## config.mk

```make
export PLATFORM = sky130hd
export DESIGN_NAME = row_mask_serializer
export DESIGN_NICKNAME = d
export VERILOG_FILES = /design/src/rtl/mask_gen_pkg.sv /design/src/rtl/mask_word_select.sv /design/src/rtl/row_mask_serializer.sv
export SDC_FILE = /design/constraint.sdc
export NUM_CORES = 2
export LEC_CHECK = 0
export BUFFER_PORTS_ARGS = -buffer_cell sky130_fd_sc_hd__buf_4
export CORE_AREA = 2 2 787 789
export CTS_BUF_LIST = sky130_fd_sc_hd__clkbuf_2 sky130_fd_sc_hd__clkbuf_4 sky130_fd_sc_hd__clkbuf_8
export CTS_CLUSTER_SIZE = 28
export DETAILED_ROUTE_END_ITERATION = 10
export DIE_AREA = 0 0 789 791
export PLACE_DENSITY = 0.43
export SETUP_SLACK_MARGIN = 0.2
export SLEW_MARGIN = 5
export SYNTH_ARGS = -nofsm -noshare
export SYNTH_HDL_FRONTEND = slang
export SYNTH_SLANG_ARGS = --single-unit
export TNS_END_PERCENT = 20
```

## constraint.sdc

```tcl
create_clock -name clk -period 3.92 [get_ports clk]
set_input_delay 0.784 -clock clk [delete_from_list [all_inputs] [get_ports clk]]
set_output_delay 0.784 -clock clk [all_outputs]
set_load 0.005 [all_outputs]
```

## src/rtl/mask_gen_pkg.sv

```systemverilog
// mask_gen_pkg: shared constants, state encoding and dimension helpers
// used by row_mask_serializer and its word-select sub-module.
package mask_gen_pkg;

  // Width of every dimension/counter port (rows, pixels, word index).
  localparam int DIM_W     = 11;
  // Default output word width.
  localparam int OUT_W_DEF = 32;

  typedef logic [DIM_W-1:0] dim_t;

  // Serializer state encoding.
  typedef logic [0:0] state_t;
  localparam state_t IDLE = 1'b0;
  localparam state_t SEND = 1'b1;

  // Round-up integer division, used to turn a pixel width into a word count.
  function automatic dim_t ceil_div(input dim_t num, input int den);
    int q;
    q = (int'(num) + den - 1) / den;
    return dim_t'(q);
  endfunction

  // A zero or out-of-range dimension selects the maximum supported size.
  function automatic dim_t clamp_dim(input dim_t val, input dim_t max_val);
    if ((val == '0) || (val > max_val)) begin
      return max_val;
    end
    return val;
  endfunction

endpackage

```

## src/rtl/mask_word_select.sv

```systemverilog
// mask_word_select: combinational mux that picks word k out of a captured
// row mask. Bit j of the result is row[k*OUT_W + j]; any bit whose pixel
// position is at or beyond the active width is forced to 0.
module mask_word_select
  import mask_gen_pkg::*;
#(
  parameter int ROW_W = 1920,
  parameter int OUT_W = OUT_W_DEF
) (
  input  logic [0:ROW_W-1]  row_i,
  input  logic [DIM_W-1:0]  k_i,
  input  logic [DIM_W-1:0]  w_i,
  output logic [OUT_W-1:0]  word_o
);

  localparam int IDX_W = $clog2(ROW_W + OUT_W) + 1;

  logic [IDX_W-1:0] base;
  logic [0:ROW_W-1] shifted;

  // Bring pixel k*OUT_W to position 0, then gate each bit by the active width.
  always_comb begin
    base    = IDX_W'(k_i) * IDX_W'(OUT_W);
    shifted = row_i << base;
    word_o  = '0;
    for (int j = 0; j < OUT_W; j++) begin
      if ((base + IDX_W'(j)) < IDX_W'(w_i)) begin
        word_o[j] = shifted[j];
      end
    end
  end

endmodule

```

## src/rtl/row_mask_serializer.sv

```systemverilog
// row_mask_serializer: captures one row mask from the mask generator and
// streams it to the sensor mask interface as OUT_W-bit words over a
// valid/ready handshake, with line and frame markers.
//
// Optional build macro ROW_MASK_SER_DBUF_EN adds a second row buffer so a
// new row can be accepted while the current one is still being sent, and
// rows stream back-to-back without an idle cycle.
//
// state | meaning
// ------+-------------------------------------------------------------
// IDLE  | no row held; ready to capture the next row
// SEND  | presenting word k of the held row, k = 0 .. NW-1
module row_mask_serializer
  import mask_gen_pkg::*;
#(
  parameter int max_image_sensor_w = 1920,
  parameter int max_image_sensor_h = 1080,
  parameter int OUT_W              = OUT_W_DEF
) (
  input  logic                          clk,
  input  logic                          rst_n,
  input  logic                          clk_en,
  input  logic [DIM_W-1:0]              image_sensor_w,
  input  logic [DIM_W-1:0]              image_sensor_h,
  input  logic [0:max_image_sensor_w-1] mg_mask,
  input  logic                          rp_valid,
  output logic                          row_in_ready,
  input  logic                          frame_restart,
  output logic [OUT_W-1:0]              sensor_data,
  output logic                          sensor_valid,
  input  logic                          sensor_ready,
  output logic                          sensor_sol,
  output logic                          sensor_eol,
  output logic                          sensor_sof,
  output logic                          sensor_eof,
  output logic [DIM_W-1:0]              row_idx
);

  localparam dim_t MAX_W_D = dim_t'(max_image_sensor_w);
  localparam dim_t MAX_H_D = dim_t'(max_image_sensor_h);
  localparam dim_t ONE     = dim_t'(1);

  state_t state_q, state_d;
  dim_t   k_q,     k_d;
  dim_t   row_q,   row_d;
  dim_t   w_q,     w_d;
  dim_t   h_q,     h_d;
  dim_t   nw_q,    nw_d;
  logic [0:max_image_sensor_w-1] buf_q, buf_d;

`ifdef ROW_MASK_SER_DBUF_EN
  dim_t   w2_q,    w2_d;
  dim_t   h2_q,    h2_d;
  dim_t   nw2_q,   nw2_d;
  logic   full2_q, full2_d;
  logic [0:max_image_sensor_w-1] buf2_q, buf2_d;
`endif

  dim_t   w_in, h_in, nw_in;
  logic   sending, capture, xfer, last_word, row_wrap;
  logic [OUT_W-1:0] word_sel;

  // Effective dimensions of the row being offered, frozen at capture time.
  assign w_in  = clamp_dim(image_sensor_w, MAX_W_D);
  assign h_in  = clamp_dim(image_sensor_h, MAX_H_D);
  assign nw_in = ceil_div(w_in, OUT_W);

  assign sending   = (state_q == SEND);
  assign capture   = clk_en && rp_valid && row_in_ready;
  assign xfer      = clk_en && sending && sensor_ready;
  assign last_word = (k_q == (nw_q - ONE));
  // >= rather than == keeps the counter bounded if H shrank mid-frame.
  assign row_wrap  = (row_q >= (h_q - ONE));

`ifdef ROW_MASK_SER_DBUF_EN
  assign row_in_ready = !full2_q;
`else
  assign row_in_ready = (state_q == IDLE);
`endif

  mask_word_select #(
    .ROW_W (max_image_sensor_w),
    .OUT_W (OUT_W)
  ) u_word_sel (
    .row_i  (buf_q),
    .k_i    (k_q),
    .w_i    (w_q),
    .word_o (word_sel)
  );

  // Next-state: capture, word advance, row advance and restart handling.
  always_comb begin
    state_d = state_q;
    k_d     = k_q;
    row_d   = row_q;
    w_d     = w_q;
    h_d     = h_q;
    nw_d    = nw_q;
    buf_d   = buf_q;
`ifdef ROW_MASK_SER_DBUF_EN
    w2_d    = w2_q;
    h2_d    = h2_q;
    nw2_d   = nw2_q;
    full2_d = full2_q;
    buf2_d  = buf2_q;
`endif

    if (clk_en) begin
      if (frame_restart) begin
        // Abort wins over any capture or transfer in the same cycle.
        state_d = IDLE;
        k_d     = '0;
        row_d   = '0;
`ifdef ROW_MASK_SER_DBUF_EN
        full2_d = 1'b0;
`endif
      end else begin
        if (state_q == IDLE) begin
          if (capture) begin
            buf_d   = mg_mask;
            w_d     = w_in;
            h_d     = h_in;
            nw_d    = nw_in;
            k_d     = '0;
            state_d = SEND;
          end
        end else if (xfer && last_word) begin
          row_d = row_wrap ? '0 : (row_q + ONE);
          k_d   = '0;
`ifdef ROW_MASK_SER_DBUF_EN
          if (full2_q) begin
            buf_d   = buf2_q;
            w_d     = w2_q;
            h_d     = h2_q;
            nw_d    = nw2_q;
            full2_d = 1'b0;
          end else if (capture) begin
            // Row arriving exactly on the eol word goes straight to the
            // primary buffer so the stream stays gap-free.
            buf_d   = mg_mask;
            w_d     = w_in;
            h_d     = h_in;
            nw_d    = nw_in;
          end else begin
            state_d = IDLE;
          end
`else
          state_d = IDLE;
`endif
        end else if (xfer) begin
          k_d = k_q + ONE;
        end

`ifdef ROW_MASK_SER_DBUF_EN
        // Rows offered mid-send park in the second buffer.
        if (sending && capture && !(xfer && last_word)) begin
          buf2_d  = mg_mask;
          w2_d    = w_in;
          h2_d    = h_in;
          nw2_d   = nw_in;
          full2_d = 1'b1;
        end
`endif
      end
    end
  end

  // State and buffer registers; reset discards any partial row.
  always_ff @(posedge clk or negedge rst_n) begin
    if (!rst_n) begin
      state_q <= IDLE;
      k_q     <= '0;
      row_q   <= '0;
      w_q     <= MAX_W_D;
      h_q     <= MAX_H_D;
      nw_q    <= '0;
      buf_q   <= '0;
`ifdef ROW_MASK_SER_DBUF_EN
      w2_q    <= MAX_W_D;
      h2_q    <= MAX_H_D;
      nw2_q   <= '0;
      full2_q <= 1'b0;
      buf2_q  <= '0;
`endif
    end else begin
      state_q <= state_d;
      k_q     <= k_d;
      row_q   <= row_d;
      w_q     <= w_d;
      h_q     <= h_d;
      nw_q    <= nw_d;
      buf_q   <= buf_d;
`ifdef ROW_MASK_SER_DBUF_EN
      w2_q    <= w2_d;
      h2_q    <= h2_d;
      nw2_q   <= nw2_d;
      full2_q <= full2_d;
      buf2_q  <= buf2_d;
`endif
    end
  end

  // Output word and markers; everything reads 0 while no word is presented.
  always_comb begin
    sensor_valid = sending;
    sensor_data  = sending ? word_sel : '0;
    sensor_sol   = sending && (k_q == '0);
    sensor_eol   = sending && last_word;
    sensor_sof   = sensor_sol && (row_q == '0);
    sensor_eof   = sensor_eol && (row_q == (h_q - ONE));
    row_idx      = row_q;
  end

endmodule

```

## Word level (Yosys, flattened, before mapping)

Cells that the tools add are included.
W data, S select, Z words.

- Reduce and logical (&&, ||, !) cells: 22
- Multiplexer cells: 52
- Order comparisons: 35
- Shifts and indexed selects: 1
- Equality and inequality tests: 3
- $add $sub $neg: 38
- Bitwise operators: 3

Operators with widths:

| kind | count |
|---|---|
| $shl A1920 B12 Y1920 | 1 |
| $lt A12 B11 Y1 | 32 |
| $add A12 B5 Y12 const B | 16 |
| $mux W11 | 13 |
| $add A12 B4 Y12 const B | 8 |
| $add A12 B3 Y12 const B | 4 |
| $logic_not A11 Y1 | 4 |
| $mux W1 | 38 |
| $mux W32 | 1 |
| $add A12 B2 Y12 const B | 2 |
| $add A11 B1 Y11 const B | 2 |
| $eq A11 B11 Y1 | 2 |
| $gt A11 B11 Y1 const B | 2 |
| $sub A11 B1 Y11 const B | 2 |
| $sub A12 B1 Y13 const B | 1 |
| $add A11 B6 Y12 const B | 1 |
| $add A12 B1 Y12 const B | 1 |
| $add A11 B1 Y11 | 1 |
| $ge A11 B11 Y1 | 1 |
| $logic_and A1 B1 Y1 | 9 |
| $reduce_and A3 Y1 | 2 |
| $reduce_or A5 Y1 | 1 |
| $ne A4 B2 Y1 const B | 1 |
| $reduce_and A4 Y1 | 1 |
| 5 further kinds | 8 |

- Bits in registers: 1976
- Bits of input ports: 1948
- Logic and storage cells: 161
- Output and inout port bits: 49

## Logic depth before layout (Yosys ltp)

- Word-level depth: 9
- Depth in mapped cells: 14
- Depth with buffers taken out: 13

## Cells and area by module

Synthesis repeated with hierarchy kept, for this count alone.

- Cell total of the unflattened synthesis: 9976
- Area, all modules: 91124.9 sq um

By module, submodules not included:

| module | cells an instance | times used | seq. area each (sq um) | area each (sq um) |
|---|---|---|---|---|
| row_mask_serializer | 8555 | 1 | 49357.3 | 74846.8 |
| mask_word_select | 1421 | 1 | 0.0 | 16278.1 |

## Worst setup path after synthesis

OpenSTA, ideal clock, no wires.

- Path type: register to output
- From: reg k_q[0]
- To: out sensor_data[13]
- Cell stages (with the launch flop): 15
- Arrival: 2972 ps
- Slack: 164 ps
- Buffers on the path: 7
- Data required time: 3136 ps
- Cell sequence: dfrtp_1 > buf_4 > buf_6 > buf_4 > buf_4 > buf_2 > inv_1 > ha_1 > nand3_1 > or2_2 > a21oi_1 > or2_2 > buf_1 > clkbuf_1 > a21oi_1

- Longest elaborated chain between the ends: 4
- Elaborated cells on any way between the ends: 5
- Those cells by class: add/sub (1); order compare (1); shift (1); mux (2)

Ends and longest elaborated chain:

| item | line | text |
|---|---|---|
| from (decl) | row_mask_serializer.sv:44 | `dim_t k_q, k_d;` |
| from (signal assigned) | row_mask_serializer.sv:187 | `k_q <= k_d;` |
| $add A12 B4 Y12 | mask_word_select.sv:27 | `if ((base + IDX_W'(j)) < IDX_W'(w_i)) begin` |
| $lt A12 B11 Y1 | mask_word_select.sv:27 |  |
| $mux W1 (*) | mask_word_select.sv:27 |  |
| $mux W32 (*) | row_mask_serializer.sv:206 | `sensor_data = sending ? word_sel : '0;` |
| to (decl) | row_mask_serializer.sv:29 | `output logic [OUT_W-1:0] sensor_data,` |

Mark *: on every way between the ends. The rest lies on a longest branch, timed or not.

## Worst setup path in the final report

- From: reg k_q[0]
- To: out sensor_data[29]

- Longest elaborated chain between the ends: 4
- Elaborated cells on any way between the ends: 5
- Those cells by class: add/sub (1); order compare (1); shift (1); mux (2)

Ends and longest elaborated chain:

| item | line |
|---|---|
| $add A12 B5 Y12 | mask_word_select.sv:27 |
| $lt A12 B11 Y1 | mask_word_select.sv:27 |
| $mux W1 (*) | mask_word_select.sv:27 |
| $mux W32 (*) | row_mask_serializer.sv:206 |

Marked as above.

==> impl_metrics.tcl <==
set metrics [dict create \
    synth_top_family_by_area "simple AND/OR/NAND/NOR gates" \
    synth_compound_area_share_pct 2.67 \
    dieArea_um2 624000 \
    grt_max_degree 126 \
    final_common_cell "nand2_1" \
    synth_cell_types 69 \
    grt_usage_pct 19.7 \
    synthMuxAreaShare_pct 13.5 \
    fin_crit_sh_pct 135 \
    fill_cells 66300 \
    outcome "finished, violations left" \
    report.final.slew_viol_count 0 \
    wire_per_inst_um 28.0 \
    reg2regPathDepth 11 \
    num_io_pins 1997 \
    hold_viol_final 0 \
    rows 289 \
    clkLatencyLatePin_ns 1.17 \
    clock_path_buffers 4 \
    cp_max_fo 6 \
    drt-total-wl_mm 639 \
    skew_ns 0.123 \
    cts_buffers 386 \
    r2r_end "row_idx[4]" \
    ys_seq_elements 1972 \
    async_flop_share_pct 100 \
    r2r-start "h_q[2]" \
    synth_xor_area_share_pct 0.165 \
    grt_overflow 0 \
    end_kind "primary output" \
    tightest_slew_ns 1.10 \
    synthAdderAreaFrac_pct 0.332 \
    fin_tns_setup_ns -40.66 \
    syn_inst 9807 \
    violations "setup timing" \
    cpMaxStageDelayCell "a311oi_4" \
    port_buffers 1996 \
    drt_iter0_markers 7484 \
    routed_via_density 4.04 \
    power_mw 71.1 \
    ys_seq_area_share_pct 54.5 \
    grt_pass1_wl_mm 841 \
    nets 16100 \
    fp.dieW_um 789 \
    worst-endpoint-required_ns 3.14 \
    cts_tree "built" \
    crit_chain "buf_12, buf_16, buf_12, buf_6, mux4_2, o22ai_4, buf_12, a311oi_4, a21oi_2, nor3_4, buf_6, buf_6" \
    hold_end "buf_q[469]" \
    path_class "reg2out" \
    min_from "mg_mask[469]" \
    relSlewSlack_pct 26.8 \
    grt_antenna_before_repair 375 \
    powerDensity_nw_per_um2 469 \
    cp-start-kind "flop" \
    grt_setup_unrepaired "yes" \
    die_h_um 791 \
    synth_ff_type "dfrtp_1" \
    power.leakage_nw 72.8 \
    syn_area_um2 90500 \
    arrival_ns 4.53 \
    synth_edf_count 0 \
    finalWorstSetupSlack_ns -1.39 \
    synth_simple_gate_area_share_pct 25.9 \
    firstDrtPassIters 6 \
    synth_nets 11800 \
    dpl-instance-area_um2 120000 \
    peakVddDrop_uv 290 \
    synth_area_per_cell_um2 9.23 \
    fin_area_um2 152000 \
    initial_core_util_pct 14.7 \
    syn_to_final_growth_pct 67.6 \
    drc 0 \
    final_cell_mix "5940 x nand2_1, 2376 x buf_4, 1957 x dfrtp_1" \
    vias 92000 \
    core_um2 617000 \
    dp_hpwl_mm 516 \
    slowest_delay_ns 0.75 \
    grt_pass1_vias 95000 \
    clkSlewWorstSetupHoldPaths_ns 0.06 \
    reg2reg_setup_slack_ns 0.70 \
    final_layout_size_suffix_gt1_share_pct 28.2 \
    maxCapViolations 0 \
    clock.fmax_mhz 188 \
    yosysWarnings 0 \
    htreeDepth 5 \
    clock_sinks 1972 \
    gp_congestion 0.920 \
    holdCritPathClass "in2reg" \
    min_period_ns 5.31 \
    cts_root_buffer "clkbuf_8" \
    holdPathStages 3 \
    setup_viol 35 \
    postRouteAntennaNets 0 \
]
-- cells in the mapped netlist, drive strengths merged, types with 5 or more instances --
cell | count | area [um^2]
a2111oi | 5 | 43.8
a211oi | 37 | 278
a21oi | 92 | 460
a221oi | 17 | 149
a22o | 11 | 96.3
a22oi | 31 | 233
a31oi | 12 | 75.1
a32oi | 7 | 61.3
and2 | 5 | 31.3
and3 | 6 | 37.5
buf | 116 | 684
clkbuf | 509 | 1910
dfrtp | 1964 | 49100
dfstp | 8 | 210
ha | 24 | 300
inv | 25 | 93.8
mux2i | 153 | 1530
mux4 | 472 | 10600
nand2 | 5955 | 22400
nand2b | 12 | 75.1
nand3 | 30 | 150
nand4 | 9 | 56.3
nor2 | 62 | 235
nor2b | 15 | 93.8
nor3 | 30 | 150
nor4 | 8 | 56.3
o211ai | 10 | 75.1
o21ai | 57 | 285
o221ai | 6 | 52.6
o22ai | 39 | 244
o311ai | 9 | 78.8
o31ai | 7 | 52.6
or3 | 6 | 37.5
xnor2 | 13 | 114
-- cell type report --
type                    count  area (um^2)  area share (%)
flip-flops and latches   1972        49400            32.6
repair buffers           4605        42400            27.9
multi-input cells        7184        40600            26.7
well taps                8148        10200            6.72
clock buffers             615         7600            5.01
clock inverters            70          992           0.654
diodes                    180          450           0.297
inverters                  26          119          0.0784
-- worst max path at each step --
stage,cells past startpoint,to,from,slack [ns]
final,12,sensor_data[29],k_q[0],-1.39
after global routing,13,sensor_data[15],k_q[0],-1.55
after CTS,13,sensor_data[15],k_q[0],-1.59
after detailed placement,13,sensor_data[9],k_q[0],-1.57
after global placement,12,sensor_data[12],k_q[0],-1.71
after floorplan,13,sensor_data[5],k_q[0],0.19
-- metrics by stage --
stage	worst slack (ns)	std cells	hold slack, ns	utilization, %
finish	-1.39	22800	0.121	24.6
global route	-1.55	22700	0.0550	24.6
global placement	-1.71	19900	0.452	19.5
CTS	-1.59	22600	0.0147	24.5
detailed placement	-1.57	19900	0.457	19.5
floorplan	0.192	9807	0.438	-
-- power by group --
part	leakage [nW]	total, mW	switching [mW]	internal, mW
registers	24.7	28.6	3.52	25.1
clock network	4.55	23.8	10.6	13.1
logic	43.5	18.7	9.98	8.71
total	72.8	71.1	24.1	47.0
-- sequential cells by signal (all words and copies together), names as in the netlist --
register,count
h_q,11
k_q,11
buf_q,1920
nw_q,7
w_q,11
row_idx,11
sensor_valid,1
-- per-layer routing --
metal	routed length [um]	global-route usage (%)	vias to the layer above
li1	-	-	40700
met5	937	0	-
met1	264000	25.0	45900
met4	35700	9.49	146
met3	38200	3.54	1333
met2	300000	32.4	3923
-- cells by family after synthesis --
group	after synthesis
AO/OA/AOI/OAI	364
flip-flops	1972
AND/OR/NAND/NOR	6152
XOR/XNOR	17
buffers and inverters	651
multiplexers	627
adder cells (fa/ha/maj)	24
-- worst max-delay path, delay by kind of cell (launching register included) --
family / cells / cell delay (ns)
buf+inv: 7 / 1.06
compound gates: 3 / 0.97
flops: 1 / 0.53
mux: 1 / 0.36
simple gates: 1 / 0.35
-- timing repair --
item | 4_1_cts | 5_1_grt
hold endpoints to repair | 2069 | 0
hold buffers | 1947 | 0
gates resized for setup | 436 | 63
pin swaps | 64 | 29
buffers inserted | 24 | 22
gates cloned | 7 | 1
endpoints found under the setup margin | 36 | 36
Note: power is estimated with default switching activity, not from simulation.
